===== config.mk =====
export PLATFORM = sky130hd
export DESIGN_NAME = demux1_8_32bit_buf_flat
export DESIGN_NICKNAME = d
export VERILOG_FILES = /design/src/rtl/demux1_8_32bit_buf_if.sv /design/src/rtl/demux1_8_32bit_buf.sv /design/src/flat_wrapper.sv
export SDC_FILE = /design/constraint.sdc
export NUM_CORES = 1
export LEC_CHECK = 0
export CAP_MARGIN = 20
export CORE_MARGIN = 10
export CORE_UTILIZATION = 35
export DETAILED_ROUTE_END_ITERATION = 8
export PLACE_DENSITY = 0.6
export RECOVER_POWER = 100
export SLEW_MARGIN = 0
export SYNTH_ARGS = -nofsm -noshare
export SYNTH_HDL_FRONTEND = slang
export SYNTH_SLANG_ARGS = --single-unit

===== constraint.sdc =====
create_clock -name clk -period 12.14 [get_ports clk]
set_input_delay 2.428 -clock clk [delete_from_list [all_inputs] [get_ports clk]]
set_output_delay 2.428 -clock clk [all_outputs]
set_load 0.02 [all_outputs]

===== src/rtl/demux1_8_32bit_buf_if.sv =====
// rtl/demux1_8_32bit_buf_if.sv - producer/consumer bus bundle for the buffered 1:8 demux (optional DEMUX_BROADCAST_EN)
interface demux1_8_32bit_buf_if #(
    parameter int WIDTH = 32,
    parameter int CNT_W = 16
);
    logic                 in_valid;
    logic [2:0]           in_sel;
    logic [WIDTH-1:0]     in_data;
    logic                 in_ready;
    logic [7:0]           out_valid;
    logic [8*WIDTH-1:0]   out_data;
    logic [7:0]           out_ack;
    logic [CNT_W-1:0]     acc_count;
`ifdef DEMUX_BROADCAST_EN
    logic                 in_bcast;

    modport master (
        output in_valid, in_sel, in_data, out_ack, in_bcast,
        input  in_ready, out_valid, out_data, acc_count
    );

    modport slave (
        input  in_valid, in_sel, in_data, out_ack, in_bcast,
        output in_ready, out_valid, out_data, acc_count
    );
`else
    modport master (
        output in_valid, in_sel, in_data, out_ack,
        input  in_ready, out_valid, out_data, acc_count
    );

    modport slave (
        input  in_valid, in_sel, in_data, out_ack,
        output in_ready, out_valid, out_data, acc_count
    );
`endif
endinterface


===== src/rtl/demux1_8_32bit_buf.sv =====
// rtl/demux1_8_32bit_buf.sv - buffered 1:8 word distributor with per-lane valid/ack (optional DEMUX_BROADCAST_EN)
module demux1_8_32bit_buf #(
    parameter int WIDTH = 32,
    parameter int CNT_W = 16
) (
    input  logic                   clk,
    input  logic                   reset,
    demux1_8_32bit_buf_if.slave    bus
);

    logic [7:0][WIDTH-1:0] r_data;
    logic [7:0]            r_valid;
    logic [CNT_W-1:0]      r_count;

    logic [7:0]            w_lane_rdy;
    logic [7:0]            w_load;
    logic                  w_bcast;
    logic                  w_ready;
    logic                  w_accept;

    // A lane can take a word when empty or when its current word leaves this cycle
    always_comb begin
        w_lane_rdy = ~r_valid | bus.out_ack;
`ifdef DEMUX_BROADCAST_EN
        w_bcast    = bus.in_bcast;
`else
        w_bcast    = 1'b0;
`endif
        w_ready    = w_bcast ? (&w_lane_rdy) : w_lane_rdy[bus.in_sel];
        w_accept   = bus.in_valid & w_ready;
        w_load     = 8'h00;
        if (w_accept) begin
            w_load = w_bcast ? 8'hFF : (8'h01 << bus.in_sel);
        end
    end

    // Lane holding registers: a load wins over an ack, so capture+ack keeps the lane full
    always_ff @(posedge clk or posedge reset) begin
        if (reset) begin
            r_data  <= '0;
            r_valid <= 8'h00;
        end else begin
            for (int i = 0; i < 8; i++) begin
                if (w_load[i]) begin
                    r_data[i]  <= bus.in_data;
                    r_valid[i] <= 1'b1;
                end else if (bus.out_ack[i]) begin
                    r_valid[i] <= 1'b0;
                end
            end
        end
    end

    // Accepted-word counter; a broadcast counts as one word
    always_ff @(posedge clk or posedge reset) begin
        if (reset) begin
            r_count <= '0;
        end else if (w_accept) begin
            r_count <= r_count + {{(CNT_W-1){1'b0}}, 1'b1};
        end
    end

    assign bus.in_ready  = w_ready;
    assign bus.out_valid = r_valid;
    assign bus.out_data  = r_data;
    assign bus.acc_count = r_count;

endmodule

===== src/flat_wrapper.sv =====
// flat-port wrapper written by rule: the top's interface ports become plain ports
module demux1_8_32bit_buf_flat 
#(
    parameter int WIDTH = 32,
    parameter int CNT_W = 16
)
  (clk, reset, bus_in_valid, bus_in_sel, bus_in_data, bus_out_ack, bus_in_ready, bus_out_valid, bus_out_data, bus_acc_count);
  demux1_8_32bit_buf_if #(.WIDTH(WIDTH), .CNT_W(CNT_W)) bus_i ();
  input  logic clk;
  input  logic reset;
  input wire logic [$bits(bus_i.in_valid)-1:0] bus_in_valid;
  input wire logic [$bits(bus_i.in_sel)-1:0] bus_in_sel;
  input wire logic [$bits(bus_i.in_data)-1:0] bus_in_data;
  input wire logic [$bits(bus_i.out_ack)-1:0] bus_out_ack;
  output wire logic [$bits(bus_i.in_ready)-1:0] bus_in_ready;
  output wire logic [$bits(bus_i.out_valid)-1:0] bus_out_valid;
  output wire logic [$bits(bus_i.out_data)-1:0] bus_out_data;
  output wire logic [$bits(bus_i.acc_count)-1:0] bus_acc_count;
  assign bus_i.in_valid = bus_in_valid;
  assign bus_i.in_sel = bus_in_sel;
  assign bus_i.in_data = bus_in_data;
  assign bus_i.out_ack = bus_out_ack;
  assign bus_in_ready = bus_i.in_ready;
  assign bus_out_valid = bus_i.out_valid;
  assign bus_out_data = bus_i.out_data;
  assign bus_acc_count = bus_i.acc_count;
  demux1_8_32bit_buf #(.WIDTH(WIDTH), .CNT_W(CNT_W)) u_core (.clk(clk), .reset(reset), .bus(bus_i));
endmodule

==> results by group, run 1 <==
Power
  – Leak pwr: 0.00663 uW
  – P per Cell Area: 199 nW/um^2
  – Maximum VDD drop: 0.000125 V

Clocking
  – # clock sinks: 280
  – H-tree level count: 1
  – Post-CTS Setup Bufs: 0
  – CTS root buffer: clkbuf_16
  – CTS Buf Count: 30
  – Worst-Skew Late Latency: 550 ps
  – Clock Tree Buf Depth: 3
  – CTS tree: built
  – Clk slew on worst S/H paths: 60 ps
  – Post-CTS sizing: 0
  – Hold_buf cts: 0

STA
  – Slew margin rel.: -2.07
  – Setup TNS: 0 ps
  – Achievable clock frequency: 0.132 GHz
  – Fin Hold WS: 477 ps
  – Worst Skew: 10.4 ps
  – Hold Fails Final Rpt: 0
  – RSZ-0062 raised after global routing: no
  – Final Max Slew Viols: 299
  – Period utilization: 0.622
  – Final Critical Period: 7550 ps
  – Final setup fails: 0
  – Slew @ Worst Pin: 4590 ps

Setup path
  – Crit-path max FO: 102
  – Startpoint Class: primary input
  – Arrival time at the worst endpoint: 7630 ps
  – Worst setup EP type: async pin
  – Reg2reg setup slack: 7380 ps
  – Buf/Inv on CP: 3
  – CP required: 12230 ps
  – R2R depth: 4
  – Logic depth of the worst path, buffers included: 3
  – CP max-delay cell: clkinvlp_2
  – Delay-heaviest family, CP: buffers and inverters
  – RR Startpoint: u_core.bus.out_valid[6]
  – Worst R2R End: u_core.bus.out_data[207]
  – CP Class: primary input to async pin
  – Critical path cell sequence: dlygate4sd3_1 > clkinvlp_2 > clkbuf_1
  – Crit-path max cell delay: 2560 ps

Hold path
  – Hold wc startpoint: u_core.bus.out_data[25]
  – Worst hold path class: flip-flop to flip-flop
  – Hold path depth: 1
  – Hold endpoint: u_core.bus.out_data[25]

Yosys
  – Main flop type after synthesis: dfrtp_1
  – Post-Syn Nets: 712
  – Gate Count Post-Synth: 665
  – Synth area leader: dfrtp_1
  – Seq/Total Area, Yosys: 0.649
  – Top cell type's share of synthesized area: 0.649
  – Post-synth EDFFs: 0
  – Area contributors post-synth: dfrtp_1 65%, mux2_2 20%, mux2_1 6.3%, buf_6 0.73%, buf_2 0.70%
  – Flops & latches, synth: 280
  – Synth unique cells: 40
  – Mean Syn Cell Area: 16.2 um^2
  – Yosys warns: 0
  – Ys async rst share: 1.00
  – Post-Syn Area: 10800 um^2

GRT
  – Via count of the first global-routing pass: 7369
  – First-pass GRT wire length: 50.3 mm
  – Grt ovf: 0
  – GRT Total Usage: 0.170
  – Largest net degree at the start of global routing: 103
  – Initial antenna violation count: 6

Route
  – Vias: 6832
  – Antenna Nets Post-Route: 0
  – DRC Markers: 0
  – Total Wirelength: 33.4 mm
  – DR iter-0 viols: 280
  – Wirelength per Cell: 23.5 um
  – Drt via density: 4.80
  – Pre-Repair DR Iteration Count: 4

Final layout
  – Area grow syn2layout: 41.2%
  – Final net count: 1053
  – Share of layout cells above drive strength 1: 0.237
  – Layout fillers: 2672

Floorplanning
  – Die area: 38300 um^2
  – FP Rows: 64
  – Initial Utilization: 0.354
  – Die Wd: 196 um
  – IO Count: 327
  – Die H: 196 um
  – Core box area: 30500 um^2

Placed design
  – Post-DP HPWL: 23.6 mm
  – IO Port Bufs: 326
  – Routability cong.: 0.750

Outcome
  – Status: finished with violations
  – Failing checks: capacitance limit, slew limit

Job
  – Max cap viols: 8
-- cells in the mapped netlist, types with 2 or more instances --
cell,number
dfrtp_1,280
nand4_1,8
inv_1,5
nor2b_1,2
o21ai_0,3
clkbuf_1,4
buf_6,7
nand2_1,18
xnor2_1,8
a211oi_1,3
a21o_1,2
buf_4,4
nor2_1,9
buf_2,15
nand4b_1,2
mux2_1,60
nand2b_1,4
nand3_1,4
xor2_1,7
mux2_2,196
and3_1,5
-- logic make-up after synthesis --
group | count (synthesis) | share of synthesized area
mux | 256 | 0.267
compound gates | 14 | 0.0130
fa+ha+maj | 1 | 0.00116
xor+xnor | 15 | 0.0122
simple gates | 64 | 0.0379
flops | 280 | 0.649
buf+inv | 35 | 0.0202
-- registers in the layout, summed over array words and instances, names as in the netlist --
register              flops
u_core.bus.out_data     256
u_core.bus.out_valid      8
u_core.bus.acc_count     16
-- layout make-up --
type                    count  area, um^2  area share
multi-input cells         350        3500       0.230
diodes                      2        5.00    0.000328
inverters                   5        20.0     0.00131
repair buffers            339        3320       0.218
flip-flops and latches    280        7010       0.459
clock inverters             2        12.5    0.000820
well taps                 396         495      0.0325
clock buffers              48         890      0.0583
-- metal layers --
| metal | track usage | part of all wire | vias to the layer above |
|---|---|---|---|
| li1 | - | - | 3052 |
| met1 | 0.201 | 0.40 | 3518 |
| met2 | 0.280 | 0.48 | 203 |
| met3 | 0.0713 | 0.090 | 53 |
| met4 | 0.0430 | 0.024 | 6 |
| met5 | 0 | 0.0014 | - |
-- cells in the final DEF (no fill, tap or decap), drive strengths merged, types with 2 or more instances in the layout --
cell,netlist,routed
dfrtp,280,280
a211oi,3,3
mux2,256,256
nand4b,2,2
and4bb,2,2
xnor2,8,8
xor2,7,7
nand4,8,8
diode,0,2
nand2,19,19
a21o,2,2
dlygate4sd3,0,285
nor2,9,9
o21ai,3,3
nand3,4,4
inv,5,4
clkdlybuf4s50,0,41
clkinvlp,0,2
nand2b,4,4
nor3b,2,2
and3,5,5
clkbuf,4,59
nor2b,2,2
buf,26,2
-- report_power, final --
part	leakage [uW]	switching (uW)	total [uW]	internal, uW
clock network	0.000436	356	850	494
logic	0.00281	506	936	430
registers	0.00338	104	1250	1140
total	0.00663	966	3030	2070
-- per-stage QoR --
stage / std cells / setup slack [ps] / cell area [um^2] / power, uW / utilization
6_report: 1422 / 4590 / 15200 / 3030 / 0.500
5_1_grt: 1422 / 3550 / 15200 / 3180 / 0.500
4_1_cts: 1420 / 5100 / 15400 / 3170 / 0.505
3_5_place_dp: 1370 / 5100 / 14500 / 2300 / 0.475
3_3_place_gp: 1369 / 5100 / 14500 / 2290 / 0.475
2_1_floorplan: 665 / 1990 / 10800 / 1740 / -
-- worst max-delay path by stage --
| stage | slack (ps) | start | end |
|---|---|---|---|
| after global placement | 5100 | bus_in_sel[1] | bus_in_ready |
| after CTS | 5100 | bus_in_sel[1] | bus_in_ready |
| after global routing | 3550 | reset | u_core.bus.out_data[243] |
| after floorplan | 1990 | reset | u_core.bus.acc_count[0] |
| final | 4590 | reset | u_core.bus.out_data[179] |
| after detailed placement | 5100 | bus_in_sel[1] | bus_in_ready |
Power figures use the tool's default switching activity.
==> run 2, diff against run 1 <==
clock period = 7.1 ns   (was 12.14 ns; I/O delays follow)
==> run 2 against run 1 <==
Effect of this change:
- the run still ends with capacitance limit, slew limit left
- clock power is 86% higher
- via count is 0.70% higher
- sequential power is 70% higher
- clock-buffer cell count is 7 lower
- design area is 0.56% higher
- non-clock buffer count stayed put
- sequential share of layout area is 0.25 points lower
- hold slack worse by 8.4 ps
- register-to-register slack worse by 4100 ps
- power is 75% higher
- setup slack worse by 2800 ps
- sequential cell count stayed put
- critical path type unchanged
==> results by group, run 2 (same netlist as run 1, synthesis figures left out) <==
Outcome
  – Status: finished with violations
  – Failing checks: capacitance limit, slew limit

STA
  – Period utilization: 0.748
  – Achievable clock frequency: 0.188 GHz
  – Final setup fails: 0 (unchanged)
  – Fin Hold WS: 468 ps (-8.39 ps)
  – Hold Fails Final Rpt: 0 (unchanged)
  – Slew margin rel.: -1.36 (+0.718)
  – RSZ-0062 raised after global routing: no
  – Worst setup margin: 1790 ps (-2800 ps)
  – Final Max Slew Viols: 367 (+23%)
  – Worst Skew: 13.1 ps (+2.73 ps)
  – Slew @ Worst Pin: 3530 ps (-1050 ps)
  – Setup TNS: 0 ps (unchanged)
  – Final Critical Period: 5310 ps

Power
  – P per Cell Area: 346 nW/um^2 (+74%)
  – Int Power: 3630 uW (+76%)
  – Gate power share: 0.301 (-0.008)
  – NetSw: 1680 uW (+74%)
  – Clk network pwr share: 0.297 (+0.017)
  – Maximum VDD drop: 0.000189 V (+50%)
  – Leak pwr: 0.00670 uW (+1.0%)
  – Sequential power share: 0.401 (-0.010)
  – Sw frac: 0.316 (-0.00226)

Final layout
  – Commonest non-fill, non-tap cell in the layout: dlygate4sd3_1
  – Layout fillers: 2674 (+0.075%)
  – Area grow syn2layout: 42.0%
  – Multi-input logic area: 3490 um^2 (-0.36%)
  – Final net count: 1053 (unchanged)
  – Most frequent cells in the layout: 284 x dlygate4sd3_1, 280 x dfrtp_1, 196 x mux2_2
  – Share of layout cells above drive strength 1: 0.245 (+0.00733)
  – Register area: 7010 um^2 (unchanged)
  – Core Util, Final: 0.503 (+0.00279)
  – Largest register FFs: 256 (unchanged)

Setup path
  – Arrival time at the worst endpoint: 5170 ps (-2460 ps)
  – Reg2reg setup slack: 3250 ps (-4130 ps)
  – R2R depth: 5 (+1)
  – Worst setup EP type: async pin
  – Worst R2R End: u_core.bus.out_data[253]
  – Startpoint Class: primary input
  – Crit-path max FO: 63 (-38%)
  – CP required: 6960 ps (-5270 ps)
  – RR Startpoint: u_core.bus.out_valid[7]
  – CP Class: primary input to async pin

Route
  – Wirelength per Cell: 23.6 um (+0.56%)
  – Pre-Repair DR Iteration Count: 4 (unchanged)
  – Drt via density: 4.83 (+0.56%)
  – DR iter-0 viols: 277 (-1.1%)
  – Vias: 6880 (+0.70%)
  – Total Wirelength: 33.7 mm (+0.70%)
  – Antenna Nets Post-Route: 0 (unchanged)
  – DRC Markers: 0 (unchanged)

Floorplanning
  – FP Rows: 64 (unchanged)
  – Core box area: 30500 um^2 (unchanged)
  – Die H: 196 um (unchanged)
  – IO Count: 327 (unchanged)
  – Die area: 38300 um^2 (unchanged)
  – Initial Utilization: 0.354 (unchanged)
  – Die Wd: 196 um (unchanged)

Clocking
  – CTS root buffer: clkbuf_16
  – Clk slew on worst S/H paths: 60 ps (about the same)
  – Post-CTS Setup Bufs: 0 (unchanged)
  – Post-CTS sizing: 0 (unchanged)
  – CTS Buf Count: 30 (unchanged)
  – CTS tree: built
  – Hold_buf cts: 0 (unchanged)
  – Worst-Skew Late Latency: 560 ps (about the same)
  – H-tree level count: 1 (unchanged)
  – Clock Tree Buf Depth: 3 (unchanged)
  – # clock sinks: 280 (unchanged)

Job
  – Max cap viols: 7 (-1)

Hold path
  – Hold wc startpoint: u_core.bus.acc_count[15]
  – Hold endpoint: u_core.bus.acc_count[15]
  – Worst hold path class: flip-flop to flip-flop
  – Hold path depth: 1 (unchanged)

GRT
  – GRT Total Usage: 0.170 (-0.000387)
  – First-pass GRT wire length: 50.0 mm (-0.51%)
  – Via count of the first global-routing pass: 7283 (-1.2%)
  – Largest net degree at the start of global routing: 122 (+18%)
  – Initial antenna violation count: 5 (-1)
  – Grt ovf: 0 (unchanged)

Placed design
  – Routability cong.: 0.773 (+3.1%)
  – IO Port Bufs: 326 (unchanged)
  – Post-DP HPWL: 23.8 mm (+0.93%)
  – Pre-CTS WS: 2060 ps (-3040 ps)
run 2: changes by cell type in the layout (fill, tap and decap cells not counted), moves of 2 or more:
| cell | change |
|---|---|
| clkbuf_1 | -10 |
| clkbuf_8 | +3 |
| clkinv_2 | +6 |
| buf_4 | -2 |
| bufinv_16 | +2 |
| clkbuf_2 | +2 |
run 2: power groups by stage:
stage | clock network, uW | registers, uW | logic [uW]
2_1_floorplan | 0 | 2600 | 365
3_3_place_gp | 0 | 2160 | 1760
3_5_place_dp | 0 | 2180 | 1770
4_1_cts | 1620 | 2150 | 1780
5_1_grt | 1690 | 2180 | 1690
6_report | 1580 | 2130 | 1600
run 2: worst max-delay path by stage:
stage	from	to	slack, ps	depth (start not counted)
6_report	reset	u_core.bus.out_data[61]	1790	3
3_3_place_gp	bus_in_sel[1]	bus_in_ready	2070	6
3_5_place_dp	bus_in_sel[0]	bus_in_ready	2060	6
2_1_floorplan	reset	u_core.bus.acc_count[0]	1970	1
4_1_cts	bus_in_sel[0]	bus_in_ready	2040	6
5_1_grt	reset	u_core.bus.out_data[124]	1000	3
run 2: area by class of cell:
type	count	share of cell area
diodes	2	0.000326
clock inverters	11	0.00726
multi-input cells	350	0.227
repair buffers	339	0.216
inverters	5	0.00131
clock buffers	41	0.0583
well taps	396	0.0323
flip-flops and latches	280	0.457
run 2: critical path, cell delays in order:
cell           delay [ps]
dlygate4sd3_1         540
clkinvlp_2            600
clkbuf_1             2530
run 2: stage by stage:
| stage | total power, uW | area [um^2] | std cells |
|---|---|---|---|
| after floorplan | 2970 | 10800 | 665 |
| after global placement | 3920 | 14500 | 1369 |
| after detailed placement | 3940 | 14500 | 1370 |
| after CTS | 5550 | 15500 | 1422 |
| after global routing | 5570 | 15300 | 1424 |
| final | 5310 | 15300 | 1424 |
run 2: per-layer routing:
metal / vias to the layer above / track usage / wire (um)
met5: - / 0 / 31
met4: 4 / 0.0452 / 687
met3: 48 / 0.0621 / 2860
met2: 203 / 0.278 / 16300
met1: 3553 / 0.207 / 13800
li1: 3072 / - / -
